## src/rtl/aes_dec_word_io.sv

```systemverilog
// Word-serial wrapper around a combinational AES-128 decryption core:
// gathers 4 key + 4 ciphertext words, waits for the core to settle, streams 4 plaintext words.
module aes_dec_word_io #(
    parameter int unsigned SETTLE_CYCLES = 2
) (
    input  logic         clk,
    input  logic         rst_n,
    input  logic         in_valid,
    output logic         in_ready,
    input  logic [31:0]  in_data,
    output logic [127:0] core_key,
    output logic [127:0] core_in,
    input  logic [127:0] core_out,
    output logic         out_valid,
    input  logic         out_ready,
    output logic [31:0]  out_data,
    output logic         out_last,
    output logic         busy
);

    localparam int unsigned WORD_W  = 32;
    localparam int unsigned BLOCK_W = 128;
    localparam int unsigned WIDX_W  = 3;
    localparam int unsigned OIDX_W  = 2;
    localparam int unsigned CNT_W   = 4;

    localparam logic [CNT_W-1:0] SETTLE_LAST = CNT_W'(SETTLE_CYCLES - 1);

    typedef enum logic [1:0] {
        LOAD = 2'd0,
        WAIT = 2'd1,
        SEND = 2'd2
    } state_t;

    state_t state_q, state_d;

    logic [WIDX_W-1:0]  word_idx_q, word_idx_d;
    logic [CNT_W-1:0]   settle_q, settle_d;
    logic [OIDX_W-1:0]  out_idx_q, out_idx_d;
    logic [BLOCK_W-1:0] key_q, key_d;
    logic [BLOCK_W-1:0] ct_q, ct_d;
    logic [BLOCK_W-1:0] result_q, result_d;

    logic              in_ready_d;
    logic              busy_d;
    logic              out_valid_d;
    logic              out_last_d;
    logic [WORD_W-1:0] out_data_d;

    logic in_fire;
    logic out_fire;
    logic settle_done;

    assign in_fire     = in_valid & in_ready;
    assign out_fire    = out_valid & out_ready;
    assign settle_done = (settle_q == SETTLE_LAST);

    assign core_key = key_q;
    assign core_in  = ct_q;

    // Word slot 0 is the most significant 32 bits of a block.
    function automatic logic [BLOCK_W-1:0] put_word(
        input logic [BLOCK_W-1:0] blk,
        input logic [1:0]         slot,
        input logic [WORD_W-1:0]  w
    );
        logic [BLOCK_W-1:0] r;
        r = blk;
        case (slot)
            2'd0:    r[127:96] = w;
            2'd1:    r[95:64]  = w;
            2'd2:    r[63:32]  = w;
            default: r[31:0]   = w;
        endcase
        return r;
    endfunction

    function automatic logic [WORD_W-1:0] get_word(
        input logic [BLOCK_W-1:0] blk,
        input logic [1:0]         slot
    );
        logic [WORD_W-1:0] r;
        case (slot)
            2'd0:    r = blk[127:96];
            2'd1:    r = blk[95:64];
            2'd2:    r = blk[63:32];
            default: r = blk[31:0];
        endcase
        return r;
    endfunction

    // State register
    always_ff @(posedge clk or negedge rst_n) begin
        if (!rst_n) begin
            state_q <= LOAD;
        end else begin
            state_q <= state_d;
        end
    end

    // Next-state logic
    always_comb begin
        state_d = state_q;
        case (state_q)
            LOAD: begin
                if (in_fire && (word_idx_q == 3'd7)) begin
                    state_d = WAIT;
                end
            end
            WAIT: begin
                if (settle_done) begin
                    state_d = SEND;
                end
            end
            SEND: begin
                if (out_fire && (out_idx_q == 2'd3)) begin
                    state_d = LOAD;
                end
            end
            default: state_d = LOAD;
        endcase
    end

    // Datapath next values: word assembly, settle timing, result capture, output index
    always_comb begin
        word_idx_d = word_idx_q;
        settle_d   = settle_q;
        out_idx_d  = out_idx_q;
        key_d      = key_q;
        ct_d       = ct_q;
        result_d   = result_q;
        case (state_q)
            LOAD: begin
                if (in_fire) begin
                    word_idx_d = word_idx_q + 3'd1;
                    settle_d   = '0;
                    if (!word_idx_q[2]) begin
                        key_d = put_word(key_q, word_idx_q[1:0], in_data);
                    end else begin
                        ct_d = put_word(ct_q, word_idx_q[1:0], in_data);
                    end
                end
            end
            WAIT: begin
                settle_d = settle_q + 4'd1;
                if (settle_done) begin
                    result_d = core_out;
                end
            end
            SEND: begin
                if (out_fire) begin
                    out_idx_d = out_idx_q + 2'd1;
                end
            end
            default: ;
        endcase
    end

    always_ff @(posedge clk or negedge rst_n) begin
        if (!rst_n) begin
            word_idx_q <= '0;
            settle_q   <= '0;
            out_idx_q  <= '0;
            key_q      <= '0;
            ct_q       <= '0;
            result_q   <= '0;
        end else begin
            word_idx_q <= word_idx_d;
            settle_q   <= settle_d;
            out_idx_q  <= out_idx_d;
            key_q      <= key_d;
            ct_q       <= ct_d;
            result_q   <= result_d;
        end
    end

    // Output decode from next state so every handshake output comes straight from a flop
    always_comb begin
        in_ready_d  = 1'b0;
        busy_d      = 1'b0;
        out_valid_d = 1'b0;
        out_last_d  = 1'b0;
        out_data_d  = '0;
        case (state_d)
            LOAD: in_ready_d = 1'b1;
            WAIT: busy_d = 1'b1;
            SEND: begin
                busy_d      = 1'b1;
                out_valid_d = 1'b1;
                out_last_d  = (out_idx_d == 2'd3);
                out_data_d  = get_word(result_d, out_idx_d);
            end
            default: ;
        endcase
    end

    always_ff @(posedge clk or negedge rst_n) begin
        if (!rst_n) begin
            in_ready  <= 1'b1;
            busy      <= 1'b0;
            out_valid <= 1'b0;
            out_last  <= 1'b0;
            out_data  <= '0;
        end else begin
            in_ready  <= in_ready_d;
            busy      <= busy_d;
            out_valid <= out_valid_d;
            out_last  <= out_last_d;
            out_data  <= out_data_d;
        end
    end

endmodule

```

## config.mk

```make
export PLATFORM = sky130hd
export DESIGN_NAME = aes_dec_word_io
export DESIGN_NICKNAME = d
export VERILOG_FILES = /design/src/rtl/aes_dec_word_io.sv
export SDC_FILE = /design/constraint.sdc
export NUM_CORES = 1
export LEC_CHECK = 0
export ABC_AREA = 1
export BUFFER_PORTS_ARGS = -buffer_cell sky130_fd_sc_hd__buf_2
export CAP_MARGIN = 20
export CORE_ASPECT_RATIO = 1.75
export CORE_UTILIZATION = 34
export DETAILED_ROUTE_END_ITERATION = 8
export SLEW_MARGIN = 20
export SYNTH_ARGS = -nofsm -noshare
export SYNTH_HDL_FRONTEND = slang
export SYNTH_SLANG_ARGS = --single-unit
export TNS_END_PERCENT = 100
```

## constraint.sdc

```tcl
create_clock -name clk -period 3.2 [get_ports clk]
set_clock_uncertainty 0.1 [all_clocks]
set_input_delay 0 -clock clk [delete_from_list [all_inputs] [get_ports clk]]
set_output_delay 0 -clock clk [all_outputs]
set_load 0.005 [all_outputs]
```

==> results of run 1 <==
[registers in the layout, indices dropped and copies added (netlist names), 2 cells and up]
signal      count
settle_q        4
result_q      128
out_idx_q       2
word_idx_q      3
state_q         2
core_in       128
out_data       32
core_key      128
[where the power goes]
group | switching (uW) | total, uW | internal (uW)
Sequential | 939 | 8270 | 7340
Clock | 2220 | 5210 | 2990
Combinational | 3800 | 6320 | 2510
Total | 6960 | 19800 | 12800
[cell families (layout without fill, tap and decap cells)]
group	count (synthesis)	after routing	share of synthesized area [%]
simple gates	909	909	21.0
xor+xnor	1	1	0.0516
fa+ha+maj	11	11	0.810
other cells	0	1	0
buf+inv	223	843	5.38
compound gates	298	298	9.24
flops	431	431	63.5
[metrics by stage]
step,total power [uW],hold WS (ns),std cells
3_5_place_dp,14600,-0.0500,2911
2_1_floorplan,11300,-0.396,1873
3_3_place_gp,14400,-0.0570,2911
4_1_cts,20000,0.0160,3153
5_1_grt,21200,0.0239,3154
6_report,19800,0.0316,3154
[worst max-delay path: stages, from the launching register on]
cell     delay (ns)
dfrtp_1        0.39
inv_1          0.10
nor2_4         0.32
inv_1          0.20
nor2_4         0.17
a21oi_1        0.08
inv_1          0.09
ha_2           0.78
nand2_1        0.13
nor2_1         0.15
[placed cells by master (no fill, tap or decap), types with 34 or more instances in the layout]
master         count
buf_2            454
clkbuf_16         42
dfrtp_1          430
dlygate4sd3_1    163
inv_1            116
nand2_1          747
nand3_1           35
nand4_1           34
nor2_1            76
o21ai_0          260
[how the worst max path moves through the flow]
| stage | start | endpoint | slack (ns) | cells after the start |
|---|---|---|---|---|
| after floorplan | settle_q[1] | out_data[10] | 0.84 | 14 |
| final | state_q[0] | out_data[7] | 0.59 | 9 |
| after detailed placement | state_q[0] | out_data[7] | 0.62 | 9 |
| after CTS | state_q[0] | out_data[7] | 0.59 | 9 |
| after global routing | state_q[0] | out_data[30] | 0.30 | 9 |
| after global placement | state_q[0] | out_data[30] | 0.75 | 9 |
[layer usage]
layer	global-route usage [%]	share of wire [%]	vias up	routed length [um]
li1	-	-	7084	-
met1	24.9	38	7074	21400
met2	39.7	51	557	29200
met3	4.85	7.4	97	4220
met4	8.69	3.5	4	1980
met5	0	0.048	-	27
[timing repair]
item	in CTS	in global routing
hold buffers	164	0
hold endpoints to repair	798	0
endpoints found under the setup margin	0	0
[area by class of cell]
type	count	share of cell area [%]
flip-flops and latches	431	46.7
clock buffers	54	5.01
repair buffers	647	18.4
multi-input cells	1219	23.1
diodes	1	0.0108
inverters	118	1.92
clock inverters	24	1.25
well taps	660	3.58
==> results.env, run 1 <==
DRC=0
NUMCLOCKSINKS=431
MULTI_INPUT_COMB_AREA_UM2=5330
VIAS_PER_CELL=4.70
HOLDCRITPATHCLASS='in -> async'
WORSTSETUPENDPOINTTYPE='register'
SYNTH_COMMONEST_CELLS='nand2_1 (757), dfrtp_1 (430), o21ai_0 (260)'
RUN_STATUS='finished clean'
WORSTREG2REGEND='out_data[7]'
P_PER_AREA_nW_PER_UM2=858
DETAILEDROUTE.FIRSTITERATIONVIOLATIONS=1068
CELLLEAKAGEPOWER_uW=0.0123
GRT_USE_TOTAL_PCT=22.1
DIE_HEIGHT_UM=298
ESTIMATED_WIRELENGTH_OF_THE_DETAIL_PLACED_DESIGN_UM=38100
TIMING_WORST_SLEW_PIN_VALUE_NS=0.893
CTS_SETUP_BUFFERS=0
FLOORPLAN.INITIALDENSITY_PCT=34.3
CHIPWIDTH_UM=171
REG2REG_SETUP_SLACK_NS=0.59
DIE_AREA_UM2=50900
IR_WORST_VDD_mV=0.464
SYNTH_SEQUENTIAL_AREA_RATIO_PCT=63.5
CTS_TREE='done'
CRIT_FANOUT=34
POST_CTS.RESIZED_INSTANCES=0
RSZ_0062_RAISED_AFTER_GLOBAL_ROUTING='no'
FINALWEIGHTEDCONGESTION=0.811
SYNTHTOPCELLSBYAREA='dfrtp_1 (63%), nand2_1 (17%), o21ai_0 (7.7%)'
FINALCOREUTILIZATION_PCT=46.7
CRITICAL_PATH_REQUIRED_NS=3.57
HOLD_VIOL_FINAL=0
WORST_SKEW_PAIR.LATE_LATENCY_NS=0.54
YOSYS.AREA.TOP_TYPE_SHARE_PCT=63.3
DP_WORST_SETUP_SLACK_NS=0.623
ACHIEVABLE-FREQUENCY_MHz=383
MAX_BUFFERS_ROOT_TO_SINK=3
WORSTSETUPSTARTPOINTTYPE='register'
CRITICAL_PATH.REG2REG.STARTPOINT='state_q[0]'
SYNTHMOSTINSTANTIATEDCELL='nand2_1'
SYNTH_AREA_PER_CELL_UM2=9.07
POST_DR_WIRELENGTH_CELL_UM=18.0
WL_UM=56800
DRIVE_ABOVE_1_SHARE_PCT=23.2
NETLIST_AREA_UM2=17000
SYNTH_NETS=2048
GLOBALROUTEOVERFLOWTOTAL=0
LAYOUT_WORST_PATH_CYCLE_SHARE_PCT=81.6
CTS_ROOT_BUF='clkbuf_16'
GRT_PASS1_WL_UM=85500
SYNTH-MAIN-FF-CELL='dfrtp_1'
REGISTER_AREA_UM2=10800
ROUTED-VIA-COUNT=14800
ANTENNA_FOUND_INITIAL=4
ASYNC_RESET_FF_SHARE_PCT=100
PLACED_CELL_AREA_UM2=20000
ANTENNA_VIOLATING_NETS_POST_ROUTE=0
FIRST_GLOBAL_VIAS=14700
FINAL_NETS=2634
TIMING.FINAL.SETUP_VIOLATIONS=0
SYNTHESIS.INSTANCES=1873
SLEW_HEADROOM_PCT=40.5
IOPINCOUNT=456
ROWS=108
GRT_MAX_DEGREE=126
NUMBER_OF_SYNTHESIZED_FLOPS_WITH_AN_ENABLE_PIN=0
SYNTH-SEQ-CELLS=431
FP.COREAREA_UM2=49500
POSTLAYOUTSETUPSLACKWORST_NS=0.590
CRITPATHARRIVALTIME_NS=2.98
NUMCTSBUFFERS=42
CTS_MAX_LEVEL=2
LAYOUT-AREA-OVERHEAD-VS-SYNTH_PCT=35.9
POSTLAYOUTCELLAREA_UM2=23100
DRT_PRE_ANTENNA_ITERS=5
CRITPATHKIND='reg -> reg'
SETUP_TOTAL_NEGATIVE_SLACK_NS=0
REG2REGPATHDEPTH=9
POST-SYNTH-TOP-AREA-CELL='dfrtp_1'
CAP_VIOL_MAX_COUNT=0
CLK_PIN_SLEW_WORST_PATHS_NS=0.06
REPORT.FINAL.SLEW_VIOL_COUNT=0
SYNTH_CELL_TYPES=23
LAYOUT_FILLERS=4770
SYNTH-WARNING-COUNT=0
NUMBER_OF_I_O_PORT_BUFFERS=455
FINALCRITICALPERIOD_NS=2.61
No activity file was read; power rests on OpenSTA's default activity.
==> inputs of run 2 (changes only) <==
--- a/config.mk
+++ b/config.mk
@@ -5,7 +5,7 @@
 export SDC_FILE = /design/constraint.sdc
 export NUM_CORES = 1
 export LEC_CHECK = 0
-export ABC_AREA = 1
+export ABC_AREA = 0
 export BUFFER_PORTS_ARGS = -buffer_cell sky130_fd_sc_hd__buf_2
 export CAP_MARGIN = 20
 export CORE_ASPECT_RATIO = 1.75
==> constraint.sdc (replaced) <==
create_clock -name clk -period 2.6 [get_ports clk]
set_clock_uncertainty 0.1 [all_clocks]
set_input_delay 0 -clock clk [delete_from_list [all_inputs] [get_ports clk]]
set_output_delay 0 -clock clk [all_outputs]
set_load 0.005 [all_outputs]
==> run 2 against run 1 <==
Setup slack worse by 0.48 ns. Design area up 0.74%. First-iteration DRC count down 53%. Worst hold slack better by 0.092 ns. Non-clock buffer count up 11. Count of clock-buffer cells in the layout up 11. Routed wire length down 17%. Power up 31%. Critical path type unchanged.
==> results.env, run 2 <==
DETAILEDROUTE.FIRSTITERATIONVIOLATIONS=501  # -53%
ROUTED-VIA-COUNT=11300  # -24%
CTS_MAX_LEVEL=2  # unchanged
FP.COREAREA_UM2=49500  # unchanged
CELLLEAKAGEPOWER_uW=0.0115  # -6.6%
REPORT.FINAL.SLEW_VIOL_COUNT=0  # unchanged
NETSWITCHINGFRACTION_PCT=30.7  # -4.4 points
IOPINCOUNT=456  # unchanged
SYNTH_SEQUENTIAL_AREA_RATIO_PCT=63.5  # about the same
HOLD_VIOL_FINAL=0  # unchanged
SYNTH-WARNING-COUNT=0  # unchanged
HOLD_PATH_DEPTH=4
LAYOUT-AREA-OVERHEAD-VS-SYNTH_PCT=37.0
NUMCLOCKSINKS=431  # unchanged
CRITICAL_PATH.SLOWEST_CELL='buf_12'
REG2REGPATHDEPTH=6  # -3
IR_WORST_VDD_mV=0.743  # +60%
TOTAL_POWER_uW=25800  # +31%
LAYOUT_FILLERS=4412  # -7.5%
POST_DR_WIRELENGTH_CELL_UM=19.6  # +8.8%
P_PER_AREA_nW_PER_UM2=1110  # +30%
YOSYS.AREA.TOP_TYPE_SHARE_PCT=63.4  # about the same
ANTENNA_FOUND_INITIAL=4  # unchanged
CRITICAL_PATH_REQUIRED_NS=2.92  # -0.65 ns
FLOORPLAN.INITIALDENSITY_PCT=34.3  # about the same
TIMING.CRITICAL_PATH.CELLS='ha_1 > nand3_4 > buf_12 > mux2_2 > o22ai_1 > a211oi_2'
SYNTHMOSTINSTANTIATEDCELL='dfrtp_1'
DRIVE_ABOVE_1_SHARE_PCT=44.1  # +21 points
WL_UM=47400  # -17%
NUMCTSBUFFERS=40  # -4.8%
SYNTH_COMMONEST_CELLS='dfrtp_1 (430), mux2_1 (176), mux2_2 (147)'
CTS_TREE='done'
SYNTH_AREA_PER_CELL_UM2=15.7  # +73%
DIE_AREA_UM2=50900  # about the same
REGISTER_AREA_UM2=10800  # unchanged
GRT_MAX_DEGREE=129  # +2.4%
TIMING.FINAL.SETUP_VIOLATIONS=0  # unchanged
TIMING_WORST_SLEW_PIN_VALUE_NS=0.969  # +0.0765 ns
CRITPATHARRIVALTIME_NS=2.81  # -0.17 ns
MULTI_INPUT_COMB_AREA_UM2=5690  # +6.8%
CLK_PIN_SLEW_WORST_PATHS_NS=0.06  # about the same
DRT_PRE_ANTENNA_ITERS=5  # unchanged
SYNTH-SEQ-CELLS=431  # unchanged
POWER.SHARE.COMBINATIONAL_PCT=33.3  # +1.4 points
CRITICAL_PATH.REG2REG.STARTPOINT='settle_q[0]'
FINAL_NETS=1903  # -28%
WORSTSETUPENDPOINTTYPE='register'
FINALWEIGHTEDCONGESTION=0.757  # -6.6%
SYNTHTOPCELLSBYAREA='dfrtp_1 (63%), mux2_1 (12%), mux2_2 (9.8%)'
CTS_ROOT_BUF='clkbuf_16'
SYNTH-MAIN-FF-CELL='dfrtp_1'
CTS_SETUP_BUFFERS=0  # unchanged
P_SW_uW=7940  # +14%
RSZ_0062_RAISED_AFTER_GLOBAL_ROUTING='no'
WORST_SKEW_PAIR.LATE_LATENCY_NS=0.54  # about the same
CRIT_PATH_START='settle_q[0]'
SYNTH_CELL_TYPES=41  # +78%
CRIT_FANOUT=128  # +280%
FINALCRITICALPERIOD_NS=2.49  # -0.121 ns
HOLDCRITPATHCLASS='in -> reg'
CRITICAL-PATH-MAX-STAGE-DELAY_NS=0.50  # -0.28 ns
NUMBER_OF_I_O_PORT_BUFFERS=455  # unchanged
NUMBER_OF_SYNTHESIZED_FLOPS_WITH_AN_ENABLE_PIN=0  # unchanged
SYNTH_NETS=1258  # -39%
PLACED_CELL_AREA_UM2=20200  # +1.0%
SLEW_HEADROOM_PCT=35.4  # -5.1 points
GLOBALROUTEOVERFLOWTOTAL=0  # unchanged
GRT_USE_TOTAL_PCT=18.6  # -3.5 points
WORSTHOLDSTART='core_out[74]'
ACHIEVABLE-FREQUENCY_MHz=402  # +4.9%
RUN_STATUS='finished clean'
POST-SYNTH-TOP-AREA-CELL='dfrtp_1'
ASYNC_RESET_FF_SHARE_PCT=100  # unchanged
POSTLAYOUTCELLAREA_UM2=23300  # +0.74%
LAYOUT_WORST_PATH_CYCLE_SHARE_PCT=95.7  # +14 points
INTERNAL-POWER_uW=17900  # +39%
CHIPWIDTH_UM=171  # about the same
LAYOUT_COMMON_CELLS='buf_2 (454), dfrtp_1 (430), mux2_1 (176)'
FIRST_GLOBAL_VIAS=12300  # -17%
SEQPWRFRAC_PCT=42.9  # +1.1 points
CAP_VIOL_MAX_COUNT=0  # unchanged
MAX_BUFFERS_ROOT_TO_SINK=3  # unchanged
ESTIMATED_WIRELENGTH_OF_THE_DETAIL_PLACED_DESIGN_UM=31600  # -17%
GRT_PASS1_WL_UM=71800  # -16%
VIAS_PER_CELL=4.68  # -0.45%
PART_OF_THE_POWER_IN_THE_CLOCK_NETWORK_PCT=23.8  # -2.5 points
ROWS=108  # unchanged
CRITPATHKIND='reg -> reg'
MOST_COMMON_CELL_AFTER_LAYOUT_FILL_AND_TAPS_ASIDE='buf_2'
ANTENNA_VIOLATING_NETS_POST_ROUTE=0  # unchanged
NETLIST_AREA_UM2=17000  # about the same
DRC=0  # unchanged
WORSTSETUPSTARTPOINTTYPE='register'
HOLD-WORST-SLACK_NS=0.124  # +0.0923 ns
SYNTHESIS.INSTANCES=1083  # -42%
FINALCOREUTILIZATION_PCT=47.0  # +0.34 points
DIE_HEIGHT_UM=298  # about the same
## run 2: cell types whose count changed in the layout (fill, tap and decap cells not counted), moves of 27 or more
cell	change
nand2_1	-738
o21ai_0	-254
mux2_1	+176
mux2_2	+147
inv_1	-73
nor2_1	-65
mux2i_1	+35
nand4_1	-33
o21a_1	-31
nand3_1	-27
## run 2: what timing repair did
action / in CTS / in global routing
cloned: 0 / 1
pin swaps: 8 / 0
hold buffers: 165 / 0
endpoints found under the setup margin: 22 / 30
resized for setup: 0 / 1
hold endpoints to repair: 821 / 0
## run 2: worst max-delay path, delay by kind of cell, from the launching register on
family,cells,cell delay (ns)
simple gates,1,0.09
flops,1,0.42
buf+inv,1,0.50
fa+ha+maj,1,0.26
compound gates,2,0.29
mux,1,0.43
## run 2: per-layer routing
layer / up-vias / GRT usage (%) / share of wire (%)
li1: 5108 / - / -
met1: 5745 / 20.4 / 37
met2: 372 / 34.5 / 54
met3: 88 / 3.34 / 5.6
met4: 4 / 7.76 / 3.7
met5: - / 0 / 0.057
## run 2: path summary, 6_finish.rpt
path / slack, ns / end
min reg2reg: 0.38 / result_q[40]
min in group asynchronous: 0.39 / core_key[50]
max in group asynchronous: 1.29 / core_in[111]
max: 0.11 / out_data[17]
max reg2reg: 0.11 / out_data[17]
min: 0.12 / result_q[74]
## run 2: layout make-up
class,instances,area share [%]
Sequential cell,431,46.4
Multi-Input combinational cell,554,24.5
Timing Repair Buffer,658,18.9
Clock buffer,65,5.41
Tap cell,660,3.55
Inverter,43,0.694
Clock inverter,7,0.549
Antenna cell,2,0.0215
## run 2: power groups by stage
stage                     registers (uW)  logic [uW]  clock network, uW
after floorplan                    11300        4380                  0
after global placement             11100        8280                  0
after detailed placement           11200        8500                  0
after CTS                          11100        8740               6330
after global routing               11500        9440               6560
final                              11100        8610               6150
## run 2: stage by stage
step                      setup WS (ns)  setup TNS, ns  std cells
after floorplan                   0.112              0       1083
after global placement         -0.00629        -0.0241       2180
after detailed placement        -0.0530         -0.315       2180
after CTS                       -0.0725         -0.129       2417
after global routing             0.0588              0       2420
final                             0.111              0       2420
## run 2: cells by family after synthesis
group	share of synthesized area, %
buffers and inverters	3.12
DFF	63.5
xor gates and xnor gates	0.103
muxes	25.9
adders and majority gates	0.811
and+or+nand+nor	2.31
AOI/OAI and AO/OA	4.24
